**src/rtl/countdown_tick_ctrl.sv**
```systemverilog
// countdown_tick_ctrl: tick prescaler, load strobe and run-state FSM that
// drive an external countdown timer, plus a low-time warning flag.
//
// Ports:
//   clk          system clock
//   reset        synchronous, active-low reset
//   start        pulse: load the timer and (re)start running
//   pause        pulse: toggle RUNNING <-> PAUSED
//   timer_done   timer has reached zero
//   current_time timer count, TIMER_BITS wide
//   tick_en      one-cycle enable pulse to the timer, every DIV cycles
//   timer_load_n active-low one-cycle load strobe to the timer
//   state        00 IDLE, 01 RUNNING, 10 PAUSED, 11 EXPIRED
//   expired      high while in EXPIRED
//   warn         high while 0 < current_time <= WARN_TIME (registered)
//
// Build option: define WARN_BLINK_EN to make warn blink at TICK_HZ with a
// 50% duty cycle (high for the lower half of the prescaler count).
module countdown_tick_ctrl #(
    parameter int CLK_HZ     = 100_000_000,
    parameter int TICK_HZ    = 1,
    parameter int TIMER_BITS = 6,
    parameter int WARN_TIME  = 5
) (
    input  logic                  clk,
    input  logic                  reset,
    input  logic                  start,
    input  logic                  pause,
    input  logic                  timer_done,
    input  logic [TIMER_BITS-1:0] current_time,
    output logic                  tick_en,
    output logic                  timer_load_n,
    output logic [1:0]            state,
    output logic                  expired,
    output logic                  warn
);

    localparam int DIV = CLK_HZ / TICK_HZ;
    localparam int PW  = $clog2(DIV);

    localparam logic [PW-1:0]         LAST   = PW'(DIV - 1);
    localparam logic [PW-1:0]         HALF   = PW'(DIV / 2);
    localparam logic [TIMER_BITS-1:0] WARN_T = TIMER_BITS'(WARN_TIME);

    typedef enum logic [1:0] {
        IDLE    = 2'b00,
        RUNNING = 2'b01,
        PAUSED  = 2'b10,
        EXPIRED = 2'b11
    } state_t;

    state_t        state_q;
    state_t        state_d;
    logic [PW-1:0] presc_q;
    logic [PW-1:0] presc_d;
    logic          tick_q;
    logic          tick_d;
    logic          load_n_q;
    logic          load_n_d;
    logic          guard_q;
    logic          warn_q;
    logic          warn_d;
    logic          expired_q;
    logic          done_ok;
    logic          in_window;

    always_ff @(posedge clk) begin
        if (!reset) begin
            state_q   <= IDLE;
            presc_q   <= '0;
            tick_q    <= 1'b0;
            load_n_q  <= 1'b0;
            guard_q   <= 1'b1;
            warn_q    <= 1'b0;
            expired_q <= 1'b0;
        end else begin
            state_q   <= state_d;
            presc_q   <= presc_d;
            tick_q    <= tick_d;
            load_n_q  <= load_n_d;
            // Marks the cycle right after a load strobe.
            guard_q   <= !load_n_q;
            warn_q    <= warn_d;
            expired_q <= (state_d == EXPIRED);
        end
    end

    always_comb begin
        state_d  = state_q;
        presc_d  = presc_q;
        tick_d   = 1'b0;
        load_n_d = 1'b1;
        // The timer still shows its old zero during the load cycle and
        // the one after it, so timer_done is not trusted there.
        done_ok  = timer_done && load_n_q && !guard_q;

        if (start) begin
            state_d  = RUNNING;
            presc_d  = '0;
            load_n_d = 1'b0;
        end else begin
            unique case (state_q)
                RUNNING: begin
                    if (done_ok) begin
                        state_d = EXPIRED;
                    end else if (pause) begin
                        state_d = PAUSED;
                    end
                end
                PAUSED: begin
                    if (pause) begin
                        state_d = RUNNING;
                    end
                end
                default: begin
                end
            endcase

            // Count only into running cycles: a pause freezes the count
            // and a resume picks it up, stretching the interval exactly.
            if (state_d == RUNNING) begin
                if (presc_q == LAST) begin
                    presc_d = '0;
                    tick_d  = 1'b1;
                end else begin
                    presc_d = presc_q + 1'b1;
                end
            end else if (state_d == EXPIRED) begin
                presc_d = '0;
            end
        end

        in_window = (state_q == RUNNING || state_q == PAUSED)
                    && current_time != '0
                    && current_time <= WARN_T;
`ifdef WARN_BLINK_EN
        warn_d = in_window && (presc_q < HALF);
`else
        warn_d = in_window;
`endif
    end

    assign tick_en      = tick_q;
    assign timer_load_n = load_n_q;
    assign state        = state_q;
    assign expired      = expired_q;
    assign warn         = warn_q;

endmodule
```
**config.mk**
```make
export PLATFORM = sky130hd
export DESIGN_NAME = countdown_tick_ctrl
export DESIGN_NICKNAME = d
export VERILOG_FILES = /design/src/rtl/countdown_tick_ctrl.sv
export SDC_FILE = /design/constraint.sdc
export NUM_CORES = 1
export LEC_CHECK = 0
export ABC_AREA = 1
export ABC_CLOCK_PERIOD_IN_PS = 1570
export BUFFER_PORTS_ARGS = -buffer_cell sky130_fd_sc_hd__buf_2
export CAP_MARGIN = 10
export CORE_MARGIN = 2
export CORE_UTILIZATION = 30
export DETAILED_ROUTE_END_ITERATION = 12
export GPL_TIMING_DRIVEN = 0
export PLACE_DENSITY_LB_ADDON = 0.3
export SLEW_MARGIN = 30
export SYNTH_ARGS = -nofsm -noshare
export SYNTH_HDL_FRONTEND = slang
export SYNTH_SLANG_ARGS = --single-unit
```
**constraint.sdc**
```tcl
create_clock -name clk -period 1.57 [get_ports clk]
set_input_delay 0.2355 -clock clk [delete_from_list [all_inputs] [get_ports clk]]
set_output_delay 0.2355 -clock clk [all_outputs]
set_load 0.05 [all_outputs]
```
=== Word-level counts from Yosys, hierarchy flattened ===
Cells that the tools add are included.

* Flip-flop bits (word level): 34
* Logic and storage cells: 39

* Bitwise logic cells: 2
* Order comparisons: 1
* Reduce and logical (&&, ||, !) cells: 11
* Equality and inequality tests: 6
* Multiplexer cells: 11
* Add/sub/neg operators: 1

{| class="wikitable"
|+ Operators by type and width
! cell !! count
|-
| $mux 27 || 3
|-
| $add 27x1->27 const B || 1
|-
| $eq 27x27->1 const B || 1
|-
| $mux 2 || 5
|-
| $eq 2x2->1 const B || 3
|-
| $le 6x3->1 const B || 1
|-
| $reduce_bool 6->1 || 1
|-
| $eq 2x1->1 const B || 2
|-
| $logic_and 1x1->1 || 4
|-
| $pmux 2 s2 || 1
|-
| $reduce_or 3->1 || 1
|-
| $logic_not 1->1 || 2
|-
| $mux 1 || 2
|-
| $not 1->1 || 2
|-
| $reduce_bool 2->1 || 1
|-
| $reduce_or 2->1 || 1
|-
| $logic_or 1x1->1 || 1
|}

=== Depth between registers and ports, before layout ===
Gate-level depths: netlist of run 1.

* Word-level depth: 8
* Gate-level depth with buffers: 11
* Mapped depth without buffers: 11

=== Worst setup path after synthesis of run 1 ===
No wires, ideal clock.

* Kind: reg-to-reg
* From: reg state_q[0], in the netlist state[0]
* To: reg presc_q[16]
* Cell stages (with the launch flop): 11
* Library setup time: 71 ps
* Buffers on the path: 1
* Setup slack: -408 ps
* Data arrival time: 1,908 ps
* Clock period less this slack: 1,978 ps
* Cells stage by stage: dfxtp_1 > inv_1 > ha_1 > nor2_1 > o21ai_0 > nand2_1 > nand2_1 > nor2_4 > buf_4 > nand3_1 > a21oi_1

* Cells in the longest elaborated chain, start to end: 6
* Elaborated cells on any way between the ends: 11

{| class="wikitable"
|+ Ends and longest elaborated chain
! what !! line !! source
|-
| from (decl) || 52 || <nowiki>state_t state_q;</nowiki>
|-
| from (signal assigned) || 77 || <nowiki>state_q <= state_d;</nowiki>
|-
| $mux 2 || 106 || <nowiki>end else if (pause) begin</nowiki>
|-
| $mux 2 || 104 || <nowiki>if (done_ok) begin</nowiki>
|-
| $pmux 2 s2 * || 102 || <nowiki>unique case (state_q)</nowiki>
|-
| $mux 2 * || 97 || <nowiki>if (start) begin</nowiki>
|-
| $eq 2x1->1 / $eq 2x2->1 (equally long branches) || 121, 128 ||
|-
| $mux 27 / $reduce_bool 2->1 (equally long branches) || n/a ||
|-
| to (signal assigned) || 78 || <nowiki>presc_q <= presc_d;</nowiki>
|-
| to (decl) || 54 || <nowiki>logic [PW-1:0] presc_q;</nowiki>
|}

Every way passes the cells marked *; elsewhere a longest branch is shown, timed or not. The select of a mux whose other input is x is not followed.
A chain may end at the register's enable or synchronous reset.

=== Final worst setup path of run 1 ===
* From: reg state_q[0], in the netlist state[0]
* To: reg presc_q[10]

The elaborated chain is that of the path after synthesis.

==> results of run 1 <==
-- registers in the layout, summed over array words and instances, names as in the netlist --
register and count:
presc_q 27, state 2, expired 1, guard_q 1, tick_en 1, timer_load_n 1
warn 1
-- power by group through the flow --
stage | sequential (uW) | combinational [uW] | clock (uW)
after floorplan | 913 | 154 | 0
after global placement | 897 | 243 | 0
after detailed placement | 897 | 243 | 0
after CTS | 879 | 287 | 827
after global routing | 879 | 334 | 868
final | 879 | 309 | 799
-- stage by stage --
step                      total power, uW  cells  TNS, ns  instance area [um^2]  setup slack [ns]
after global placement               1140    489    -3.92                  2560            -0.180
after CTS                            1990    502   -0.598                  2800           -0.0572
after global routing                 2080    503    -3.69                  2890            -0.184
after floorplan                      1070    371        0                  2350           0.00559
final                                1990    503   -0.834                  2890           -0.0637
after detailed placement             1140    489    -4.22                  2560            -0.192
-- per-layer routing --
layer | GRT usage | part of all wire | vias to the layer above
li1 | - | - | 1230
met1 | 0.197 | 0.46 | 1121
met2 | 0.254 | 0.49 | 44
met3 | 0.0288 | 0.035 | 10
met4 | 0.0597 | 0.017 | 0
met5 | 0 | 0 | -
-- synth_stat cells --
library cell,count,area share
dfxtp_1,34,0.29
nand3_2,2,0.0086
ha_1,3,0.016
nand2_2,12,0.032
o21ai_0,8,0.017
nand3b_1,6,0.019
a21oi_1,22,0.048
nand2_1,102,0.17
nand2_4,2,0.0097
inv_2,3,0.0049
nand4_1,4,0.011
or2_2,2,0.0054
nand3_1,31,0.067
a21oi_2,2,0.0076
nor4_1,2,0.0054
o21ai_1,1,0.0022
nor3_1,6,0.013
inv_1,34,0.055
a211o_1,1,0.0038
xor2_1,5,0.019
xor2_2,1,0.0070
clkbuf_1,2,0.0032
nor2_2,10,0.027
buf_2,4,0.0086
nor2_1,61,0.099
nor2_4,9,0.044
buf_4,2,0.0065
-- placed cells by master, fill, tap and decap left out, types with 3 or more instances in the layout --
cell type  netlist  final
nor3_1           6      6
nand3_4          0      3
buf_2            4     18
a21oi_1         22     12
buf_4            2      5
nand2_1        102     99
dfxtp_2          0      5
nand3_1         31     23
inv_2            3      4
inv_1           34     32
clkbuf_8         0      5
nand2_2         12     13
nand4_1          4      4
nand3b_1         6      6
a21oi_2          2     12
nor2_4           9      9
o21ai_0          8      7
xor2_1           5      5
nand3_2          2      7
nor2_1          61     56
dfxtp_1         34     27
nand2_4          2      4
nor2_2          10     15
-- critical path: stages, from the launching register on --
cell	delay, ns
dfxtp_4	0.39
inv_4	0.04
ha_4	0.25
nor2_2	0.08
o21ai_1	0.06
nand2_1	0.07
nand2_2	0.08
nor2_4	0.20
buf_6	0.17
nand3_2	0.08
a21oi_2	0.14
-- cells by family after synthesis --
logic type,synth area share
AOI/OAI and AO/OA,0.0784
xor gates and xnor gates,0.0259
adders and majority gates,0.0162
buffers and inverters,0.0784
DFF,0.294
and+or+nand+nor,0.507
-- timing repair --
item,4_1_cts,5_1_grt
endpoints found under the setup margin,29,29
buffers inserted,5,1
resized for setup,20,22
pin swaps,7,5
cloned,1,0
-- worst max-delay path by stage --
stage / start / to / slack (ns) / depth (start not counted)
after floorplan: state[0] / presc_q[16] / 0.006 / 10
after global placement: reset / presc_q[4] / -0.18 / 6
after detailed placement: presc_q[1] / presc_q[21] / -0.19 / 10
after CTS: state[0] / presc_q[4] / -0.06 / 10
after global routing: state[0] / presc_q[17] / -0.18 / 10
final: state[0] / presc_q[10] / -0.06 / 10
-- layout make-up --
type	count	area, um^2
Timing Repair Buffer	23	161
Sequential cell	34	694
Buffer	7	51.3
Multi-Input combinational cell	292	1610
Tap cell	102	128
Clock inverter	3	40.0
Clock buffer	5	68.8
Inverter	37	141
Fill cell	828	4710
==> flow_metrics.env, run 1 <==
export IMPL_worstMarginPinSlew_ns=0.673
export IMPL_final_period_utilization=1.04
export IMPL_grt_total_usage=0.153
export IMPL_p_clk_frac=0.402
export IMPL_start_kind="register"
export IMPL_port_buffers=16
export IMPL_path_clk_slew_ns=0.07
export IMPL_p_int_uw=1450
export IMPL_ctsLongestPathBuffers=2
export IMPL_clk_latency_ns=0.29
export IMPL_cts_tree="yes"
export IMPL_final_nets=414
export IMPL_wl_per_cell_um=12.8
export IMPL_synthToLayoutAreaGrowth_pct=25.0
export IMPL_gp_congestion=0.860
export IMPL_cts_buffers=5
export IMPL_finClkSkew_ns=0.00381
export IMPL_firstDrtPassIters=4
export IMPL_drt_vias_per_instance=4.78
export IMPL_grt_pass1_vias=2188
export IMPL_placementRows=32
export IMPL_synth_nets=385
export IMPL_drc=0
export IMPL_cp_required_ns=1.79
export IMPL_p_sw_frac=0.269
export IMPL_antenna_found_initial=0
export IMPL_io_pins=17
export IMPL_relSlewSlack=0.551
export IMPL_fin_crit_ns=1.63
export IMPL_grt_start_max_net_pins=14
export IMPL_fin_util=0.380
export IMPL_syn_area_per_cell_um2=6.24
export IMPL_combPwrFrac=0.155
export IMPL_drive_above_1_share=0.289
export IMPL_initial_core_util=0.304
export IMPL_synthCells=371
export IMPL_yosysUniqueCellTypes=27
export IMPL_p_seq_frac=0.442
export IMPL_ant_nets=0
export IMPL_core_mm2=0.00761
export IMPL_yosysWarningCount=0
export IMPL_crit_path_end_kind="register"
export IMPL_finalHoldViolCount=0
export IMPL_die_w_um=91.8
export IMPL_hold_ws_ns=0.117
export IMPL_cp_arrival_ns=1.85
export IMPL_fmax_mhz=612
export IMPL_die_y_um=91.8
export IMPL_dieArea_mm2=0.00843
export IMPL_r2r_setup_slack_ns=-0.06
export IMPL_maxCapViolCount=0
export IMPL_setup_viol=21
export IMPL_whs_endpoint="guard_q"
export IMPL_dp_hpwl_um=4620
export IMPL_n_antenna_cell=0
export IMPL_power_leakage_uw=0.00100
export IMPL_hp_class="in2reg"
export IMPL_vias=2405
export IMPL_hold_start="reset"
export IMPL_drv_slew=0
export IMPL_h_tree_depth=2
export IMPL_wl_um=6430
export IMPL_path_class="reg2reg"
export IMPL_grt_overflow=0
export IMPL_ys_seq_area_frac=0.294
export IMPL_numClockSinks=34
export IMPL_grt_first_pass_wirelength_um=10400
export IMPL_vdd_drop_max_v=0.000304
export IMPL_r2r_end="presc_q[10]"
export IMPL_synth_seq_cells=34
export IMPL_powerDensity_mw_per_mm2=687
export IMPL_outcome="complete, but fails checks"
export IMPL_syn_area_mm2=0.00231
export IMPL_cts_root_buf="clkbuf_8"
export IMPL_p_sw_uw=534
export IMPL_ctsHoldBuffers=0
export IMPL_setup_slack_ns=-0.0637
export IMPL_min_path_cells=2
export IMPL_drt_iter0_drc=138
export IMPL_violations="setup timing"
export IMPL_rsz0062_at_grt="true"
export IMPL_rr_worst_depth=10
export IMPL_worstReg2RegStart="state[0]"
export IMPL_crit_fanout=5
Note: power is estimated with default switching activity, not from simulation.
==> inputs of run 2 (changes only) <==
--- a/config.mk
+++ b/config.mk
@@ -9,12 +9,13 @@
 export ABC_CLOCK_PERIOD_IN_PS = 1570
 export BUFFER_PORTS_ARGS = -buffer_cell sky130_fd_sc_hd__buf_2
 export CAP_MARGIN = 10
+export CORE_ASPECT_RATIO = 1.5
 export CORE_MARGIN = 2
 export CORE_UTILIZATION = 30
 export DETAILED_ROUTE_END_ITERATION = 12
 export GPL_TIMING_DRIVEN = 0
 export PLACE_DENSITY_LB_ADDON = 0.3
-export SLEW_MARGIN = 30
+export SLEW_MARGIN = 20
 export SYNTH_ARGS = -nofsm -noshare
 export SYNTH_HDL_FRONTEND = slang
 export SYNTH_SLANG_ARGS = --single-unit
==> flow_metrics.env, run 2 (same netlist as run 1, synthesis figures left out) <==
export IMPL_path_clk_slew_ns=0.05
export IMPL_path_cells="inv_2 > ha_4 > nor2_2 > nand2_2 > nand2_4 > nor2_4 > buf_6 > nand3_2 > a21oi_1"
export IMPL_drive_above_1_share=0.332
export IMPL_cts_tree="yes"
export IMPL_cp_required_ns=1.78
export IMPL_power_leakage_uw=0.00106
export IMPL_final_nets=420
export IMPL_outcome="complete, but fails checks"
export IMPL_wl_met1_um=2650
export IMPL_ant_nets=0
export IMPL_fmax_mhz=620
export IMPL_final_area_mm2=0.00303
export IMPL_setup_slack_ns=-0.0421
export IMPL_h_tree_depth=2
export IMPL_wl_met3_um=237
export IMPL_crit_path_end_kind="register"
export IMPL_worstMarginPinSlew_ns=0.642
export IMPL_ctsLongestPathBuffers=2
export IMPL_slowest_stage="dfxtp_4"
export IMPL_drt_iter0_drc=137
export IMPL_relSlewSlack=0.570
export IMPL_placementRows=39
export IMPL_vdd_drop_max_v=0.000429
export IMPL_grt_pass1_vias=2320
export IMPL_ctsHoldBuffers=0
export IMPL_hold_start="reset"
export IMPL_wl_per_cell_um=13.5
export IMPL_finalHoldViolCount=0
export IMPL_clk_latency_ns=0.28
export IMPL_die_y_um=112
export IMPL_drt_vias_per_instance=4.72
export IMPL_start_kind="register"
export IMPL_initial_core_util=0.306
export IMPL_grt_total_usage=0.172
export IMPL_dp_hpwl_um=5000
export IMPL_io_pins=17
export IMPL_highest_layer="met4"
export IMPL_violations="setup timing"
export IMPL_wl_um=6870
export IMPL_antenna_found_initial=0
export IMPL_totalPowerFinal_uw=2230
export IMPL_cp_slowest_stage_delay_ns=0.36
export IMPL_top_register="presc_q"
export IMPL_numClockSinks=34
export IMPL_cts_buffers=5
export IMPL_largest_reg_flops=27
export IMPL_path_class="reg2reg"
export IMPL_synthToLayoutAreaGrowth_pct=30.8
export IMPL_grt_overflow=0
export IMPL_drv_slew=0
export IMPL_hp_class="in2reg"
export IMPL_vias=2403
export IMPL_final_common_cell="nand2_1"
export IMPL_wl_met2_um=3570
export IMPL_grt_start_max_net_pins=11
export IMPL_critPathLaunch="state[0]"
export IMPL_cp_arrival_ns=1.83
export IMPL_worstReg2RegStart="state[0]"
export IMPL_die_w_um=75.7
export IMPL_dieArea_mm2=0.00845
export IMPL_grt_first_pass_wirelength_um=10900
export IMPL_port_buffers=16
export IMPL_maxCapViolCount=0
export IMPL_fin_crit_ns=1.61
export IMPL_final_cell_mix="96 x nand2_1, 53 x nor2_1, 32 x inv_1"
export IMPL_final_period_utilization=1.03
export IMPL_crit_fanout=6
export IMPL_setup_viol=21
export IMPL_powerDensity_mw_per_mm2=736
export IMPL_rsz0062_at_grt="true"
export IMPL_drc=0
export IMPL_firstDrtPassIters=4
export IMPL_n_antenna_cell=0
export IMPL_dpl_cell_area_mm2=0.00256
export IMPL_finClkSkew_ns=0.00454
export IMPL_core_mm2=0.00756
export IMPL_cts_root_buf="clkbuf_16"
export IMPL_gp_congestion=0.917
-- run 2: cell types whose count changed in the layout (fill, tap and decap cells not counted), moves of 2 or more --
cell and change:
clkbuf_16 +5, nand3_2 +5, buf_4 +4, buf_6 +4, clkbuf_8 -4, nand3_1 -4
nand2_1 -3, nor2_1 -3, nor2_4 +3, buf_12 -2, nand2_2 +2
-- run 2: report_power, final --
| group | switching (uW) | total [uW] | internal, uW |
|---|---|---|---|
| clock network | 370 | 998 | 629 |
| logic | 216 | 352 | 136 |
| registers | 7.14 | 877 | 870 |
| total | 592 | 2230 | 1630 |
-- run 2: per-stage QoR --
step	instances	setup WS, ns	hold slack, ns	TNS [ns]	utilization
finish	509	-0.0421	0.128	-0.421	0.400
global route	509	-0.138	0.138	-2.86	0.400
global placement	489	-0.238	0.376	-5.03	0.338
CTS	506	-0.0537	0.131	-0.707	0.379
detailed placement	489	-0.259	0.387	-5.06	0.338
floorplan	371	0.00559	0.305	0	-
-- run 2: metal layers --
layer	up-vias	GRT usage
met2	58	0.303
met3	20	0.0317
met4	0	0.103
li1	1243	-
met1	1082	0.180
met5	-	0
-- run 2: final cells by class --
cell class	instances	area (um^2)
fill	796	4540
multi-input combinational	292	1670
sequential	34	698
timing repair buffer	28	185
clock buffer	7	143
inverter	37	139
tap	102	128
buffer	8	62.6
clock inverter	1	5.00
-- run 2: critical path: cells and delay by family, from the launching register on --
| family | cells | cell delay (ns) |
|---|---|---|
| and+or+nand+nor | 5 | 0.51 |
| DFF | 1 | 0.36 |
| adders and majority gates | 1 | 0.30 |
| buffers and inverters | 2 | 0.24 |
| AOI/OAI and AO/OA | 1 | 0.13 |
-- run 2: final timing paths --
| kind | endpoint | slack, ns | depth (start not counted) |
|---|---|---|---|
| min reg2reg | guard_q | 0.39 | 1 |
| max reg2reg | presc_q[13] | -0.04 | 9 |
| min | guard_q | 0.13 | 2 |
| max | presc_q[13] | -0.04 | 9 |
-- run 2: timing repair --
| action | in CTS | in global routing |
|---|---|---|
| endpoints found under the setup margin | 28 | 28 |
| resized for setup | 26 | 38 |
| gates cloned | 2 | 0 |
| pin swaps | 13 | 18 |
| setup buffers | 7 | 3 |
==> inputs of run 3 (changes only) <==
--- a/config.mk
+++ b/config.mk
@@ -6,7 +6,7 @@
 export NUM_CORES = 1
 export LEC_CHECK = 0
 export ABC_AREA = 1
-export ABC_CLOCK_PERIOD_IN_PS = 1570
+export ABC_CLOCK_PERIOD_IN_PS = 2000
 export BUFFER_PORTS_ARGS = -buffer_cell sky130_fd_sc_hd__buf_2
 export CAP_MARGIN = 10
 export CORE_ASPECT_RATIO = 1.5
@@ -14,6 +14,7 @@
 export CORE_UTILIZATION = 30
 export DETAILED_ROUTE_END_ITERATION = 12
 export GPL_TIMING_DRIVEN = 0
+export MAX_ROUTING_LAYER = met4
 export PLACE_DENSITY_LB_ADDON = 0.3
 export SLEW_MARGIN = 20
 export SYNTH_ARGS = -nofsm -noshare
==> constraint.sdc (replaced) <==
create_clock -name clk -period 2 [get_ports clk]
set_input_delay 0.3 -clock clk [delete_from_list [all_inputs] [get_ports clk]]
set_output_delay 0.3 -clock clk [all_outputs]
set_load 0.05 [all_outputs]
==> flow_metrics.env, run 3 (same netlist as run 1, synthesis figures left out) <==
export IMPL_outcome="complete, no violations"
export IMPL_hp_class="in2reg"
export IMPL_port_buffers=16
export IMPL_fin_cells=497
export IMPL_drv_slew=0
export IMPL_firstDrtPassIters=4
export IMPL_register_area_um2=682
export IMPL_finalHoldViolCount=0
export IMPL_final_nets=408
export IMPL_final_cell_mix="102 x nand2_1, 61 x nor2_1, 34 x inv_1"
export IMPL_setup_viol=0
export IMPL_ctsLongestPathBuffers=2
export IMPL_core_mm2=0.00756
export IMPL_cts_root_buf="clkbuf_16"
export IMPL_io_pins=17
export IMPL_synthToLayoutAreaGrowth_pct=16.2
export IMPL_cp_depth=10
export IMPL_relSlewSlack=0.551
export IMPL_cts_setup_buffers=0
export IMPL_numClockSinks=34
export IMPL_fin_crit_ns=1.82
export IMPL_rr_worst_depth=10
export IMPL_die_y_um=112
export IMPL_drt_iter0_drc=86
export IMPL_vdd_drop_max_v=0.000437
export IMPL_cts_tree="yes"
export IMPL_finalSetupTns_ns=0
export IMPL_cp_top_family="simple AND/OR/NAND/NOR gates"
export IMPL_finClkSkew_ns=0.00216
export IMPL_n_antenna_cell=0
export IMPL_min_path_cells=2
export IMPL_path_clk_slew_ns=0.05
export IMPL_grt_pass1_vias=2239
export IMPL_dieArea_mm2=0.00845
export IMPL_wl_per_cell_um=12.5
export IMPL_grt_first_pass_wirelength_um=10600
export IMPL_path_class="reg2reg"
export IMPL_drive_above_1_share=0.187
export IMPL_grt_overflow=0
export IMPL_r2r_setup_slack_ns=0.18
export IMPL_r2r_end="presc_q[19]"
export IMPL_dp_cells=489
export IMPL_die_w_um=75.7
export IMPL_cts_resized=0
export IMPL_final_period_utilization=0.910
export IMPL_whs_endpoint="guard_q"
export IMPL_wl_um=6230
export IMPL_clk_latency_ns=0.28
export IMPL_worstReg2RegStart="state[0]"
export IMPL_dp_hpwl_um=4990
export IMPL_top_register="presc_q"
export IMPL_multi_input_area_mm2=0.00145
export IMPL_powerDensity_mw_per_mm2=639
export IMPL_gp_congestion=0.949
export IMPL_crit_path_end_kind="register"
export IMPL_h_tree_depth=2
export IMPL_grt_total_usage=0.167
export IMPL_power_leakage_uw=0.000958
export IMPL_placementRows=39
export IMPL_num_fill_cells=820
export IMPL_drt_vias_per_instance=4.64
export IMPL_crit_fanout=10
export IMPL_path_cells="inv_1 > ha_1 > nor2_1 > o21ai_0 > nand2_1 > nand2_1 > nor2_4 > buf_4 > nand3_1 > a21oi_1"
export IMPL_maxCapViolCount=0
export IMPL_largest_reg_flops=27
export IMPL_worstMarginPinSlew_ns=0.671
export IMPL_fin_util=0.356
export IMPL_critPathBufInv=2
export IMPL_slowest_stage="dfxtp_2"
export IMPL_setup_slack_ns=0.181
export IMPL_cp_arrival_ns=2.03
export IMPL_drc=0
export IMPL_final_common_cell="nand2_1"
export IMPL_fmax_mhz=550
export IMPL_grt_start_max_net_pins=11
export IMPL_vias=2308
export IMPL_pre_cts_slack_ns=0.129
export IMPL_ant_nets=0
export IMPL_cts_buffers=5
export IMPL_crit_top_cell="nand2_1"
export IMPL_rsz0062_at_grt="false"
export IMPL_ctsHoldBuffers=0
export IMPL_start_kind="register"
export IMPL_cp_required_ns=2.21
export IMPL_antenna_found_initial=0
export IMPL_hold_start="reset"
export IMPL_initial_core_util=0.306
export IMPL_cp_slowest_stage_delay_ns=0.37
-- run 3: changes by cell type in the layout (fill, tap and decap cells not counted), moves of 7 or more --
| cell | before | now |
|---|---|---|
| a21oi_1 | 11 | 22 |
| a21oi_2 | 13 | 2 |
| buf_4 | 9 | 2 |
| dfxtp_1 | 26 | 33 |
| nand3_1 | 19 | 31 |
| nand3_2 | 12 | 2 |
| nor2_1 | 53 | 61 |
-- run 3: final cells by class --
type,count,area share
clock buffers,8,0.0619
well taps,102,0.0474
plain buffers,8,0.0158
inverters,37,0.0516
multi-input cells,292,0.540
flip-flops and latches,34,0.253
repair buffers,16,0.0298
-- run 3: per-stage QoR --
stage | hold WS [ns] | instance area [um^2] | power, uW
global route | 0.196 | 2690 | 1790
floorplan | 0.370 | 2310 | 824
detailed placement | 0.383 | 2520 | 884
CTS | 0.192 | 2690 | 1740
finish | 0.196 | 2690 | 1720
global placement | 0.386 | 2520 | 885
-- run 3: routing by layer --
layer,GRT usage,up-vias,part of all wire
met5,-,-,0
met4,0.0842,0,0.039
met3,0.0262,17,0.026
met2,0.281,50,0.53
met1,0.183,1023,0.40
li1,-,1218,-
-- run 3: worst max-delay path by stage --
stage / to / startpoint / slack (ns)
2_1_floorplan: presc_q[16] / state[0] / 0.02
3_5_place_dp: presc_q[19] / state[0] / 0.13
6_report: presc_q[19] / state[0] / 0.18
5_1_grt: presc_q[19] / state[0] / 0.02
3_3_place_gp: presc_q[19] / state[0] / 0.13
4_1_cts: presc_q[19] / state[0] / 0.11
-- run 3: report_power, final --
group          internal (uW)  switching [uW]
Clock                    563             287
Combinational           49.8             128
Sequential               685            5.31
Total                   1300             420
